### config.mk
export PLATFORM = sky130hd
export DESIGN_NAME = adsr_envelope
export DESIGN_NICKNAME = d
export VERILOG_FILES = /design/src/rtl/adsr_envelope.sv
export SDC_FILE = /design/constraint.sdc
export NUM_CORES = 1
export LEC_CHECK = 0
export CAP_MARGIN = 20
export CORE_MARGIN = 2
export CORE_UTILIZATION = 55
export CTS_BUF_LIST = sky130_fd_sc_hd__clkbuf_16
export CTS_CLUSTER_DIAMETER = 30
export CTS_CLUSTER_SIZE = 40
export DETAILED_ROUTE_END_ITERATION = 10
export PLACE_DENSITY = 0.79
export SLEW_MARGIN = 30
export SYNTH_ARGS = -nofsm -noshare
export SYNTH_HDL_FRONTEND = slang
export SYNTH_SLANG_ARGS = --single-unit
### constraint.sdc
create_clock -name clk -period 6.7 [get_ports clk]
set_input_delay 1.34 -clock clk [delete_from_list [all_inputs] [get_ports clk]]
set_output_delay 1.34 -clock clk [all_outputs]
set_load 0.02 [all_outputs]
### src/rtl/adsr_envelope.sv
// Gated ADSR amplitude envelope applied to the DDS sine stream.
// Envelope level steps once per prescaler tick; the sample path is a 2-stage registered multiply.
module adsr_envelope #(
  parameter int unsigned TICK_DIV    = 1024,
  parameter int unsigned LEVEL_WIDTH = 16
) (
  input  logic                   clk,
  input  logic                   rst_active_high,
  input  logic                   gate,
  input  logic [LEVEL_WIDTH-1:0] attack_rate,
  input  logic [LEVEL_WIDTH-1:0] decay_rate,
  input  logic [LEVEL_WIDTH-1:0] sustain_level,
  input  logic [LEVEL_WIDTH-1:0] release_rate,
  input  logic [15:0]            sample_in,
  output logic [15:0]            audio_out,
  output logic [LEVEL_WIDTH-1:0] env_level,
  output logic [2:0]             env_state,
  output logic                   active
);

  localparam int unsigned CntW = (TICK_DIV > 2) ? $clog2(TICK_DIV) : 1;
  localparam int unsigned PW   = LEVEL_WIDTH + 17;

  typedef enum logic [2:0] {
    StIdle    = 3'd0,
    StAttack  = 3'd1,
    StDecay   = 3'd2,
    StSustain = 3'd3,
    StRelease = 3'd4
  } state_e;

  state_e                 r_state, w_state_d;
  logic [LEVEL_WIDTH-1:0] r_level, w_level_d;
  logic [CntW-1:0]        r_cnt;
  logic                   r_gate_prev;
  logic                   r_after_rst;
  logic signed [PW-1:0]   r_prod;
  logic [15:0]            r_audio;

  logic                   w_tick, w_rise, w_fall;
  logic [LEVEL_WIDTH:0]   w_sum, w_floor;
  logic signed [PW-1:0]   w_samp_ext, w_lvl_ext, w_prod;

  assign w_tick = (r_cnt == CntW'(TICK_DIV - 1));
  // Edges are masked for one cycle after reset so a gate held through reset does not retrigger.
  assign w_rise = gate & ~r_gate_prev & ~r_after_rst;
  assign w_fall = ~gate & r_gate_prev & ~r_after_rst;

  assign w_sum   = {1'b0, r_level} + {1'b0, attack_rate};
  assign w_floor = {1'b0, sustain_level} + {1'b0, decay_rate};

  always_comb begin
    w_state_d = r_state;
    w_level_d = r_level;
    if (w_rise) begin
      w_state_d = StAttack;
    end else if (w_fall && (r_state == StAttack || r_state == StDecay ||
                            r_state == StSustain)) begin
      w_state_d = StRelease;
    end else if (w_tick) begin
      case (r_state)
        StAttack: begin
          if (w_sum >= {1'b0, {LEVEL_WIDTH{1'b1}}}) begin
            w_level_d = {LEVEL_WIDTH{1'b1}};
            w_state_d = StDecay;
          end else begin
            w_level_d = w_sum[LEVEL_WIDTH-1:0];
          end
        end
        StDecay: begin
          if ({1'b0, r_level} <= w_floor) begin
            w_level_d = sustain_level;
            w_state_d = StSustain;
          end else begin
            w_level_d = r_level - decay_rate;
          end
        end
        StSustain: w_level_d = sustain_level;
        StRelease: begin
          if (r_level <= release_rate) begin
            w_level_d = '0;
            w_state_d = StIdle;
          end else begin
            w_level_d = r_level - release_rate;
          end
        end
        default: w_level_d = '0;
      endcase
    end
  end

  always_ff @(posedge clk) begin
    if (rst_active_high) begin
      r_state     <= StIdle;
      r_level     <= '0;
      r_cnt       <= '0;
      r_gate_prev <= 1'b0;
      r_after_rst <= 1'b1;
    end else begin
      r_state     <= w_state_d;
      r_level     <= w_level_d;
      r_cnt       <= w_tick ? '0 : r_cnt + CntW'(1);
      r_gate_prev <= gate;
      r_after_rst <= 1'b0;
    end
  end

  // Level is zero-extended so the product is a signed-by-unsigned multiply.
  assign w_samp_ext = PW'($signed(sample_in));
  assign w_lvl_ext  = PW'({1'b0, r_level});
  assign w_prod     = w_samp_ext * w_lvl_ext;

  always_ff @(posedge clk) begin
    if (rst_active_high) begin
      r_prod  <= '0;
      r_audio <= '0;
    end else begin
      r_prod  <= w_prod;
      r_audio <= r_prod[LEVEL_WIDTH+15:LEVEL_WIDTH];
    end
  end

  assign audio_out = r_audio;
  assign env_level = r_level;
  assign env_state = r_state;
  assign active    = (r_state != StIdle);

endmodule

# Word level (Yosys, flattened, before mapping)

Index checks and enable logic that the tools add are counted.

Register bits: 79
Input port bits: 83
Logic and storage cells: 69
Output and inout bits: 36

Reduce and logical (&&, ||, !) cells: 16
Bitwise logic cells: 9
Add/sub/neg operators: 5
Multiply operators: 1
Order comparisons: 3
Muxes and demuxes: 12
Eq/ne operators: 14

Operators by type and width:

| operator              | number |
|---|---|
| $pmux 16 s4           | 1 |
| $mux 16               | 3 |
| $add 16x16->17        | 2 |
| $mul 16x17->32        | 1 |
| $sub 16x16->16        | 2 |
| $ge 17x16->1 const B  | 1 |
| $le 16x17->1          | 1 |
| $le 16x16->1          | 1 |
| $mux 3                | 5 |
| $reduce_and 5->1      | 3 |
| $add 10x1->10 const B | 1 |
| $eq 10x10->1 const B  | 1 |
| $pmux 3 s3            | 1 |
| $reduce_bool 3->1     | 3 |
| $ne 4x2->1 const B    | 2 |
| $eq 3x2->1 const B    | 2 |
| $ne 3x1->1 const B    | 2 |
| $not 1->1             | 5 |
| $reduce_bool 5->1     | 1 |
| $and 1x1->1           | 4 |
| $ne 2x1->1 const B    | 2 |
| $ne 4x4->1 const B    | 1 |
| $reduce_bool 4->1     | 1 |
| $reduce_or 2->1       | 2 |
| other kinds (10)      | 12 |

# Depth between registers and ports, before layout

Gate-level depths: netlist of the first run.

Depth after elaboration: 7
Mapped depth: 23
Depth with buffers taken out: 22

# Least setup slack after synthesis of the first run

OpenSTA, ideal clock, no wires.

Kind: input to register
From: in sample_in[7]
To: reg r_prod[30]
Buffers on the path: 1
Library setup time: 0.128 ns
Path slack: -0.366 ns
Stages: 23
Arrival time: 6.938 ns
Data required time: 6.572 ns
Cell sequence: clkbuf_1 > nand2_1 > fa_1 > inv_1 > fa_1 > inv_1 > fa_1 > inv_1 > fa_1 > fa_1 > inv_1 > fa_1 > inv_1 > ha_1 > a211oi_1 > o21bai_1 > o21a_1 > a221o_1 > a21oi_1 > o211ai_1 > a41oi_1 > xor2_1 > nor2_1

Longest elaborated chain between the ends: 1

Ends and longest elaborated chain:

| what                 | line | text |
|---|---|---|
| from (decl)          | 14   | `input logic [15:0] sample_in,` |
| $mul 16x17->32       | 111  | `assign w_prod = w_samp_ext * w_lvl_ext;` |
| to (signal assigned) | 118  | `r_prod <= w_prod;` |
| to (decl)            | 37   | `logic signed [PW-1:0] r_prod;` |

Every way passes these cells.
A chain may end at the register's enable or synchronous reset.

# Final worst setup path of the first run

From: in sample_in[4]
To: reg r_prod[30]

The elaborated chain is that of the path after synthesis.

==> results of run 1 <==
## critical path, delay by kind of cell
kind,cells,cell delay (ns)
AOI/OAI and AO/OA,7,1.26
buffers and inverters,8,0.79
xor gates and xnor gates,1,0.19
adders and majority gates,7,3.18
and+or+nand+nor,2,0.22
## cell usage after synthesis (all sizes together) (3+ instances only)
cell type / number
o21ai: 60
a2111oi: 8
nor4: 4
nand2: 158
xor2: 30
dfxtp: 63
nand3: 25
o211ai: 15
a311oi: 5
and3: 6
or3: 6
o221ai: 4
a211oi: 11
a211o: 3
mux2: 7
o31a: 3
nor2: 82
nor2b: 31
fa: 197
inv: 291
and2: 137
a31o: 4
nand4: 7
o21a: 11
o41ai: 3
a31oi: 7
a221oi: 14
mux2i: 6
a21boi: 4
a21o: 19
o31ai: 6
ha: 194
o21bai: 7
xnor2: 43
nand2b: 13
buf: 6
clkbuf: 47
a21oi: 78
nor3: 25
## logic make-up (layout without fill, tap and decap cells)
family / Yosys count / in the layout / share of synthesized area
flip-flops: 63 / 63 / 0.0889
multiplexers: 13 / 13 / 0.00979
AND/OR/NAND/NOR: 509 / 509 / 0.180
AO/OA/AOI/OAI: 281 / 281 / 0.136
XOR/XNOR: 73 / 73 / 0.0451
adder cells (fa/ha/maj): 391 / 391 / 0.449
buffers and inverters: 344 / 528 / 0.0916
## metal layers
metal	part of all wire	vias to the layer above	GRT usage
met2	0.48	536	0.531
li1	-	5833	-
met1	0.41	6177	0.378
met3	0.073	133	0.0600
met4	0.041	0	0.118
met5	0	-	0
## power by group
group	total, mW	switching, mW	internal, mW
sequential	0.393	0.00580	0.387
combinational	0.388	0.207	0.181
clock	0.513	0.187	0.326
total	1.29	0.399	0.894
## flip-flops by register name, indices dropped and copies added (netlist names)
register	cells
r_cnt	10
env_level	16
audio_out	16
r_after_rst	1
r_prod	16
env_state	3
r_gate_prev	1
## worst paths after layout
kind,depth (start not counted),to,slack (ns),from
setup / recovery,25,r_prod[30],-0.08,sample_in[4]
hold / removal,1,audio_out[2],0.43,r_prod[18]
setup reg to reg,21,r_prod[30],0.32,env_level[8]
hold reg to reg,1,audio_out[2],0.43,r_prod[18]
## what timing repair did
item,CTS,global route
cloned,4,0
setup buffers,13,3
hold buffers,0,0
endpoints found under the setup margin,13,13
pin swaps,43,27
resized for setup,101,41
endpoints found under the hold margin,0,0
## layout make-up
type / instances / area, µm² / share of cell area
clock buffers: 9 / 225 / 0.0132
clock inverters: 7 / 96.3 / 0.00567
inverters: 291 / 1090 / 0.0642
multi-input cells: 1267 / 11900 / 0.699
flip-flops and latches: 63 / 1260 / 0.0742
well taps: 330 / 413 / 0.0243
repair buffers: 221 / 2040 / 0.120
==> key figures, run 1 <==
Synth
  • Asr flop ratio synth: 0
  • Synthesized Nets: around 2100
  • Syn. warnings: 0
  • Syn Inst Count: approximately 1700
  • Share of the synthesized area in the top cell type: 0.278
  • Number of flops mapped to enable cells by yosys: 0
  • Seq/Total Area, Yosys: 0.0889
  • Yosys cell types: 74
  • Synth Cell Area: 0.0142 mm²
  • Synthesized flop and latch total: 63
  • Syn_area_per_cell: approximately 8.5 µm²
  • Largest cells by area after synthesis: fa_1 28%, ha_1 17%, dfxtp_1 8.9%
  • Ys flop type: dfxtp_1
  • Yosys top cell by area: fa_1

Worst setup path
  • Critical path launch point type: input port
  • CP Data Arrival Time: ~7 ns
  • Critical path class: input port to flop
  • CP max stage cell: fa_1
  • WP data required: 6.91 ns
  • Crit. End Element: flop
  • CP max FO: 7
  • Most used cell, CP: fa_1
  • Worst path max stage delay: 0.55 ns

Floorplan
  • DIE AREA: 0.0271 mm²
  • IO Pins: between 100 and 150
  • Row count: 58
  • Starting Density: 0.562
  • CORE AREA: between 0.02 and 0.03 mm²
  • Die Ht: roughly 160 µm
  • Width of the die: around 160 µm

Timing
  • Actual slew at the worst max-slew pin: 0.797 ns
  • Unrepaired setup endpoints after global routing: yes
  • Setup violations, final: 4
  • Minimum clock period: between 6 and 7 ns
  • Clock Skew: 0.0125 ns
  • Max Fclk: 0.147 GHz
  • Max Slew Vio Count: 0
  • Fin crit share: 1.01
  • Slew Limit Headroom: 0.466
  • Final Hold Viols: 0
  • Setup TNS: -0.197 ns
  • PnR worst setup slack: -0.0816 ns
  • Worst hold slack: 0.433 ns

Finish
  • Final Non-Filler Cells: 2188
  • Final design utilization: 0.673
  • Most common cell after layout, fill and taps aside: inv_1
  • Fin area: 0.0170 mm²
  • Layout cells sized above 1: 0.118
  • Commonest cells after routing, fill and taps aside: 278 x inv_1, 188 x ha_1, 187 x fa_1, 153 x nand2_1, 128 x and2_1
  • Nets: about 2300
  • Area growth syn-to-layout: 19.9%
  • Ant. Diodes: 0
  • Fillers: just under 2000

Clocking
  • Clock buffer depth: 2
  • CTS buffer count: 9
  • TritonCTS clock tree: yes
  • Root Buffer: clkbuf_16
  • Worst-path clk slew: about 0.060 ns
  • Worst skew pair latency: around 0.35 ns
  • H-tree levels: 3
  • Clock sinks: 63

Run status
  • Status: finished with violations
  • Failing checks: setup timing

Placed design
  • Post-Place Cells: 2153
  • Gp weighted congestion: between 1 and 1.5
  • HPWL Detailed: 32400 µm
  • DP Area: between 0.015 and 0.02 mm²
  • I/O Buffers: 118
  • Worst slack, placed: -1.08 ns

Min path
  • Min-delay worst type: flop to flop

Power and ir drop
  • Tot Pwr: around 1.3 mW
  • Pwr/cell area: between 70 and 80 mW/mm²
  • Max IR drop VDD: 0.000116 V
  • Lkg Pwr: 8.27 nW

GRT
  • Largest net degree at the start of global routing: 58
  • Gr usage total: 0.307
  • Global-route wire length before repair: roughly 65000 µm
  • Initial antenna violation count: 0
  • Global route overflow: 0
  • Vias in the first global route: between 10000 and 15000

Detailed routing
  • Drc violations: 0
  • DR vias: about 13000
  • Initial DRC count: 965
  • Routed WL per cell: between 15 and 20 µm
  • Final wirelength: ~41000 µm
  • Antenna-violating nets left: 0
  • DR pass1 iterations: 7
  • Via density per instance: slightly below 6

Run
  • MaxCap Viol Count: 0
Power figures use the tool's default switching activity.
==> inputs of run 2 (changes only) <==
--- a/config.mk
+++ b/config.mk
@@ -13,6 +13,7 @@
 export CTS_CLUSTER_SIZE = 40
 export DETAILED_ROUTE_END_ITERATION = 10
 export PLACE_DENSITY = 0.79
+export SKIP_LAST_GASP = 1
 export SLEW_MARGIN = 30
 export SYNTH_ARGS = -nofsm -noshare
 export SYNTH_HDL_FRONTEND = slang
==> run 2 against run 1 <==
Against the previous run: the flow still finishes with violations (setup timing); total power barely moved; count of clock-buffer cells in the layout did not move; sequential power barely moved; global-route usage did not move; first-iteration DRC count did not move; fmax did not move; register-to-register slack barely moved; worst setup slack barely moved; design area did not move; critical endpoint unchanged; highest routed layer unchanged.
==> key figures, run 2 (synthesis results as in run 1) <==
Floorplan
  • Row count: 58
  • IO Pins: 119
  • Width of the die: between 150 and 200 µm
  • DIE AREA: 0.0271 mm²
  • Starting Density: 0.562
  • Die Ht: approximately 160 µm
  • CORE AREA: around 0.025 mm²

Finish
  • Final Non-Filler Cells: 2188
  • Most common cell after layout, fill and taps aside: inv_1
  • Commonest cells after routing, fill and taps aside: 278 x inv_1, 188 x ha_1, 187 x fa_1, 153 x nand2_1, 128 x and2_1
  • Area growth syn-to-layout: 19.9%
  • Layout cells sized above 1: 0.118
  • Nets: between 2000 and 2500
  • Ant. Diodes: 0

Power and ir drop
  • Lkg Pwr: a little over 8 nW
  • Max IR drop VDD: 0.000116 V
  • Tot Pwr: 1.29 mW
  • Pwr/cell area: roughly 76 mW/mm²

Detailed routing
  • Drc violations: 0
  • DR pass1 iterations: 7
  • Initial DRC count: about 970
  • Final wirelength: about 41000 µm
  • DR vias: approximately 13000
  • Via density per instance: about 5.8
  • Routed WL per cell: between 15 and 20 µm
  • Antenna-violating nets left: 0

Timing
  • Clock Skew: roughly 0.012 ns
  • Unrepaired setup endpoints after global routing: yes
  • Actual slew at the worst max-slew pin: between 0.7 and 0.8 ns
  • Slew Limit Headroom: 0.466
  • Minimum clock period: between 6 and 7 ns
  • Final Hold Viols: 0
  • Fin crit share: 1.01
  • PnR worst setup slack: -0.0816 ns
  • Max Fclk: 0.147 GHz
  • Setup violations, final: 4
  • Max Slew Vio Count: 0

Worst setup path
  • CP max FO: 7
  • CP Launch Point: sample_in[4]
  • WP data required: 6.91 ns
  • Critical path launch point type: input port
  • Crit. End Element: flop
  • R2r startpoint: env_level[8]
  • Critical path class: input port to flop
  • CP Data Arrival Time: about 7.0 ns

GRT
  • Vias in the first global route: around 13000
  • Global-route wire length before repair: approximately 65000 µm
  • Gr usage total: 0.307
  • Initial antenna violation count: 0
  • Global route overflow: 0
  • Largest net degree at the start of global routing: between 50 and 60

Min path
  • Min-delay worst type: flop to flop
  • Hold Path Origin: r_prod[18]

Placed design
  • HPWL Detailed: 32400 µm
  • Gp weighted congestion: slightly above 1
  • I/O Buffers: 118
  • Post-Place Cells: 2153

Clocking
  • Clock sinks: 63
  • Worst-path clk slew: about 0.06 ns
  • Worst skew pair latency: roughly 0.35 ns
  • Clock buffer depth: 2
  • Root Buffer: clkbuf_16
  • CTS buffer count: 9
  • H-tree levels: 3
  • TritonCTS clock tree: yes

Run status
  • Failing checks: setup timing
  • Status: finished with violations

Run
  • MaxCap Viol Count: 0
==> run 2: cell counts in the layout (fill, tap and decap cells not counted) <==
No cell type changed its count.
==> run 2: critical path: stages <==
cell and delay, ns:
buf_6 0.10, buf_6 0.13, and2_4 0.16, fa_1 0.54, inv_2 0.04, fa_2 0.42
fa_1 0.50, inv_2 0.04, fa_1 0.49, fa_1 0.51, inv_1 0.07, fa_1 0.55
inv_2 0.07, ha_4 0.17, a211oi_4 0.23, buf_4 0.16, o21ai_4 0.06, o211a_1 0.13
a221o_1 0.34, a21oi_4 0.22, o211ai_1 0.14, buf_4 0.18, a41oi_2 0.14, xor2_1 0.19
nor2_1 0.06
==> run 2: layout make-up <==
class | instances | area, µm²
Sequential cell | 63 | 1260
Tap cell | 330 | 413
Timing Repair Buffer | 221 | 2040
Fill cell | 1963 | 8250
Clock buffer | 9 | 225
Inverter | 291 | 1090
Multi-Input combinational cell | 1267 | 11900
Clock inverter | 7 | 96.3
==> run 2: final timing paths <==
path                            cells after the start      endpoint  slack (ns)
worst max-delay path                               25    r_prod[30]       -0.08
worst max register to register                     21    r_prod[30]        0.32
worst min register to register                      1  audio_out[2]        0.43
worst min-delay path                                1  audio_out[2]        0.43
==> run 2: power by group <==
| group | internal, mW | switching [mW] |
|---|---|---|
| clock | 0.326 | 0.187 |
| sequential | 0.387 | 0.00580 |
| combinational | 0.181 | 0.207 |
| total | 0.894 | 0.399 |
==> run 2: metal layers <==
metal | routed length, µm | vias up | GRT usage
li1 | - | 5833 | -
met1 | 16500 | 6177 | 0.378
met2 | 19400 | 536 | 0.531
met3 | 2960 | 133 | 0.0600
met4 | 1680 | 0 | 0.118
met5 | 0 | - | 0
==> run 2: repair_timing <==
item / CTS / global route
endpoints found under the hold margin: 0 / 0
cloned: 4 / 0
resized for setup: 101 / 40
pin swaps: 43 / 27
setup buffers: 13 / 3
hold buffers: 0 / 0
setup endpoints to repair: 13 / 13
==> run 2: metrics by stage <==
step	hold WS, ns	setup TNS [ns]	util	worst slack (ns)	cell area [µm²]
after floorplan	0.414	-0.0777	-	-0.0580	14300
after global placement	0.418	-8.78	0.645	-0.897	16300
after detailed placement	0.424	-10.72	0.645	-1.08	16300
after CTS	0.436	-0.143	0.667	-0.0831	16800
after global routing	0.455	-2.16	0.673	-0.325	17000
final	0.433	-0.197	0.673	-0.0816	17000
==> inputs of run 3 (changes only) <==
--- a/config.mk
+++ b/config.mk
@@ -7,12 +7,13 @@
 export LEC_CHECK = 0
 export CAP_MARGIN = 20
 export CORE_MARGIN = 2
-export CORE_UTILIZATION = 55
+export CORE_UTILIZATION = 59
 export CTS_BUF_LIST = sky130_fd_sc_hd__clkbuf_16
 export CTS_CLUSTER_DIAMETER = 30
 export CTS_CLUSTER_SIZE = 40
 export DETAILED_ROUTE_END_ITERATION = 10
-export PLACE_DENSITY = 0.79
+export GPL_TIMING_DRIVEN = 1
+export PLACE_DENSITY = 0.81
 export SKIP_LAST_GASP = 1
 export SLEW_MARGIN = 30
 export SYNTH_ARGS = -nofsm -noshare
==> constraint.sdc (replaced) <==
create_clock -name clk -period 7.3 [get_ports clk]
set_input_delay 1.46 -clock clk [delete_from_list [all_inputs] [get_ports clk]]
set_output_delay 1.46 -clock clk [all_outputs]
set_load 0.02 [all_outputs]
==> run 3 against run 2 <==
Against the previous run: the flow now finishes without violations; register-to-register slack improved by 0.28 ns; routed wire length decreased by 6.3%; count of clock-buffer cells in the layout unchanged; die area decreased by 6.6%; clock skew decreased by 0.0071 ns; critical path type unchanged; largest power group unchanged.
==> key figures, run 3 (synthesis results as in run 1) <==
Worst setup path
  • Critical path class: input port to flop
  • CP max FO: 12
  • WP data required: 7.51 ns
  • Critical path launch point type: input port
  • Crit. End Element: flop
  • CP Data Arrival Time: roughly 7.3 ns

Detailed routing
  • DR vias: 12500
  • Routed WL per cell: ~18 µm
  • DR pass1 iterations: 5
  • Drc violations: 0
  • Initial DRC count: roughly 1100
  • Final wirelength: roughly 38000 µm
  • Antenna-violating nets left: 0
  • Via density per instance: approximately 5.8

Timing
  • Actual slew at the worst max-slew pin: 0.814 ns
  • Minimum clock period: 7.05 ns
  • Final Hold Viols: 0
  • Clock Skew: around 0.0054 ns
  • Slew Limit Headroom: 0.456
  • Setup violations, final: 0
  • Max Fclk: ~0.14 GHz
  • Fin crit share: 0.966
  • Max Slew Vio Count: 0

GRT
  • Global route overflow: 0
  • Initial antenna violation count: 0
  • Largest net degree at the start of global routing: between 50 and 60
  • Vias in the first global route: 13100
  • Global-route wire length before repair: roughly 63000 µm
  • Gr usage total: 0.306

Power and ir drop
  • Seq pwr share: 0.295
  • Max IR drop VDD: ~0.00011 V
  • Clock share of power: 0.429
  • Net Sw Frac: 0.305
  • Sw Pwr: between 0.3 and 0.4 mW
  • Pwr/cell area: around 73 mW/mm²
  • Lkg Pwr: 8.19 nW
  • Combinational power share: 0.276
  • P_int: about 0.85 mW

Clocking
  • TritonCTS clock tree: yes
  • Hold_buf cts: 0
  • Worst skew pair latency: 0.34 ns
  • Clock buffer depth: 2
  • Worst-path clk slew: around 0.060 ns
  • Clock sinks: between 60 and 70
  • CTS buffer count: 9
  • H-tree levels: 3
  • Root Buffer: clkbuf_16

Finish
  • Final Non-Filler Cells: approximately 2200
  • Fin area: roughly 0.017 mm²
  • Nets: 2305
  • Ant. Diodes: 0
  • Area growth syn-to-layout: 17.4%
  • Layout cells sized above 1: 0.0871
  • Most common cell after layout, fill and taps aside: inv_1
  • Commonest cells after routing, fill and taps aside: 287 x inv_1, 192 x fa_1, 191 x ha_1, 152 x nand2_1, 137 x and2_1

Floorplan
  • DIE AREA: roughly 0.025 mm²
  • Starting Density: 0.603
  • CORE AREA: 0.0235 mm²
  • Die Ht: roughly 160 µm
  • IO Pins: 119
  • Width of the die: roughly 160 µm
  • Row count: 56

Placed design
  • Post-Place Cells: 2131
  • DP Area: 0.0161 mm²
  • HPWL Detailed: 30700 µm
  • I/O Buffers: around 120
  • Gp weighted congestion: 0.989

Run
  • MaxCap Viol Count: 0

Min path
  • Min-delay worst type: flop to flop

Run status
  • Status: complete, no violations
==> run 3: what timing repair did <==
action	CTS	global route
gates resized for setup	29	49
pin swaps	18	34
gates cloned	0	0
endpoints found under the setup margin	10	12
setup buffers	3	5
endpoints found under the hold margin	0	0
==> run 3: critical path: stages <==
cell and delay, ns:
clkbuf_4 0.17, and2_1 0.19, fa_1 0.53, inv_1 0.05, fa_1 0.49, fa_1 0.51, inv_2 0.04, fa_1 0.48
fa_1 0.53, inv_2 0.04, fa_1 0.51, inv_2 0.05, ha_4 0.24, a211oi_4 0.24, o21bai_2 0.12, o21a_1 0.18
a221o_1 0.38, a21oi_2 0.17, buf_6 0.14, o211ai_1 0.19, o31ai_1 0.30, xor2_1 0.18, nor2_1 0.06
==> run 3: area by class of cell <==
type	instances	area, µm²
inverters	291	1090
repair buffers	199	1790
clock inverters	7	128
clock buffers	9	225
multi-input cells	1267	11800
flip-flops and latches	63	1260
fillers	1861	6890
well taps	319	399
==> run 3: through the flow <==
| step | worst slack, ns | utilization | hold WS, ns | setup TNS (ns) | power (mW) |
|---|---|---|---|---|---|
| global route | -0.00366 | 0.707 | 0.451 | -0.00366 | 1.27 |
| floorplan | 0.114 | - | 0.414 | 0 | 0.558 |
| CTS | 0.00717 | 0.703 | 0.435 | 0 | 1.22 |
| global placement | -0.558 | 0.684 | 0.420 | -4.43 | 0.684 |
| finish | 0.248 | 0.707 | 0.435 | 0 | 1.22 |
| detailed placement | -0.804 | 0.684 | 0.423 | -6.96 | 0.693 |
==> run 3: power groups by stage <==
stage	logic, mW	registers, mW	clock network [mW]
2_1_floorplan	0.187	0.371	0
3_3_place_gp	0.316	0.368	0
3_5_place_dp	0.325	0.368	0
4_1_cts	0.329	0.360	0.529
5_1_grt	0.371	0.361	0.541
6_report	0.336	0.360	0.524
==> run 3: layer usage <==
layer	track usage	wire (µm)	vias up
met2	0.529	18400	554
met1	0.387	15700	6082
li1	-	-	5787
met3	0.0448	2650	107
met4	0.120	1280	0
met5	0	0	-
==> run 3: path summary, 6_finish.rpt <==
check	from	to	slack, ns	cells after the start
setup / recovery	sample_in[4]	r_prod[29]	0.25	23
hold / removal	r_prod[21]	audio_out[5]	0.43	1
hold reg to reg	r_prod[21]	audio_out[5]	0.43	1
setup reg to reg	env_level[5]	r_prod[29]	0.60	23
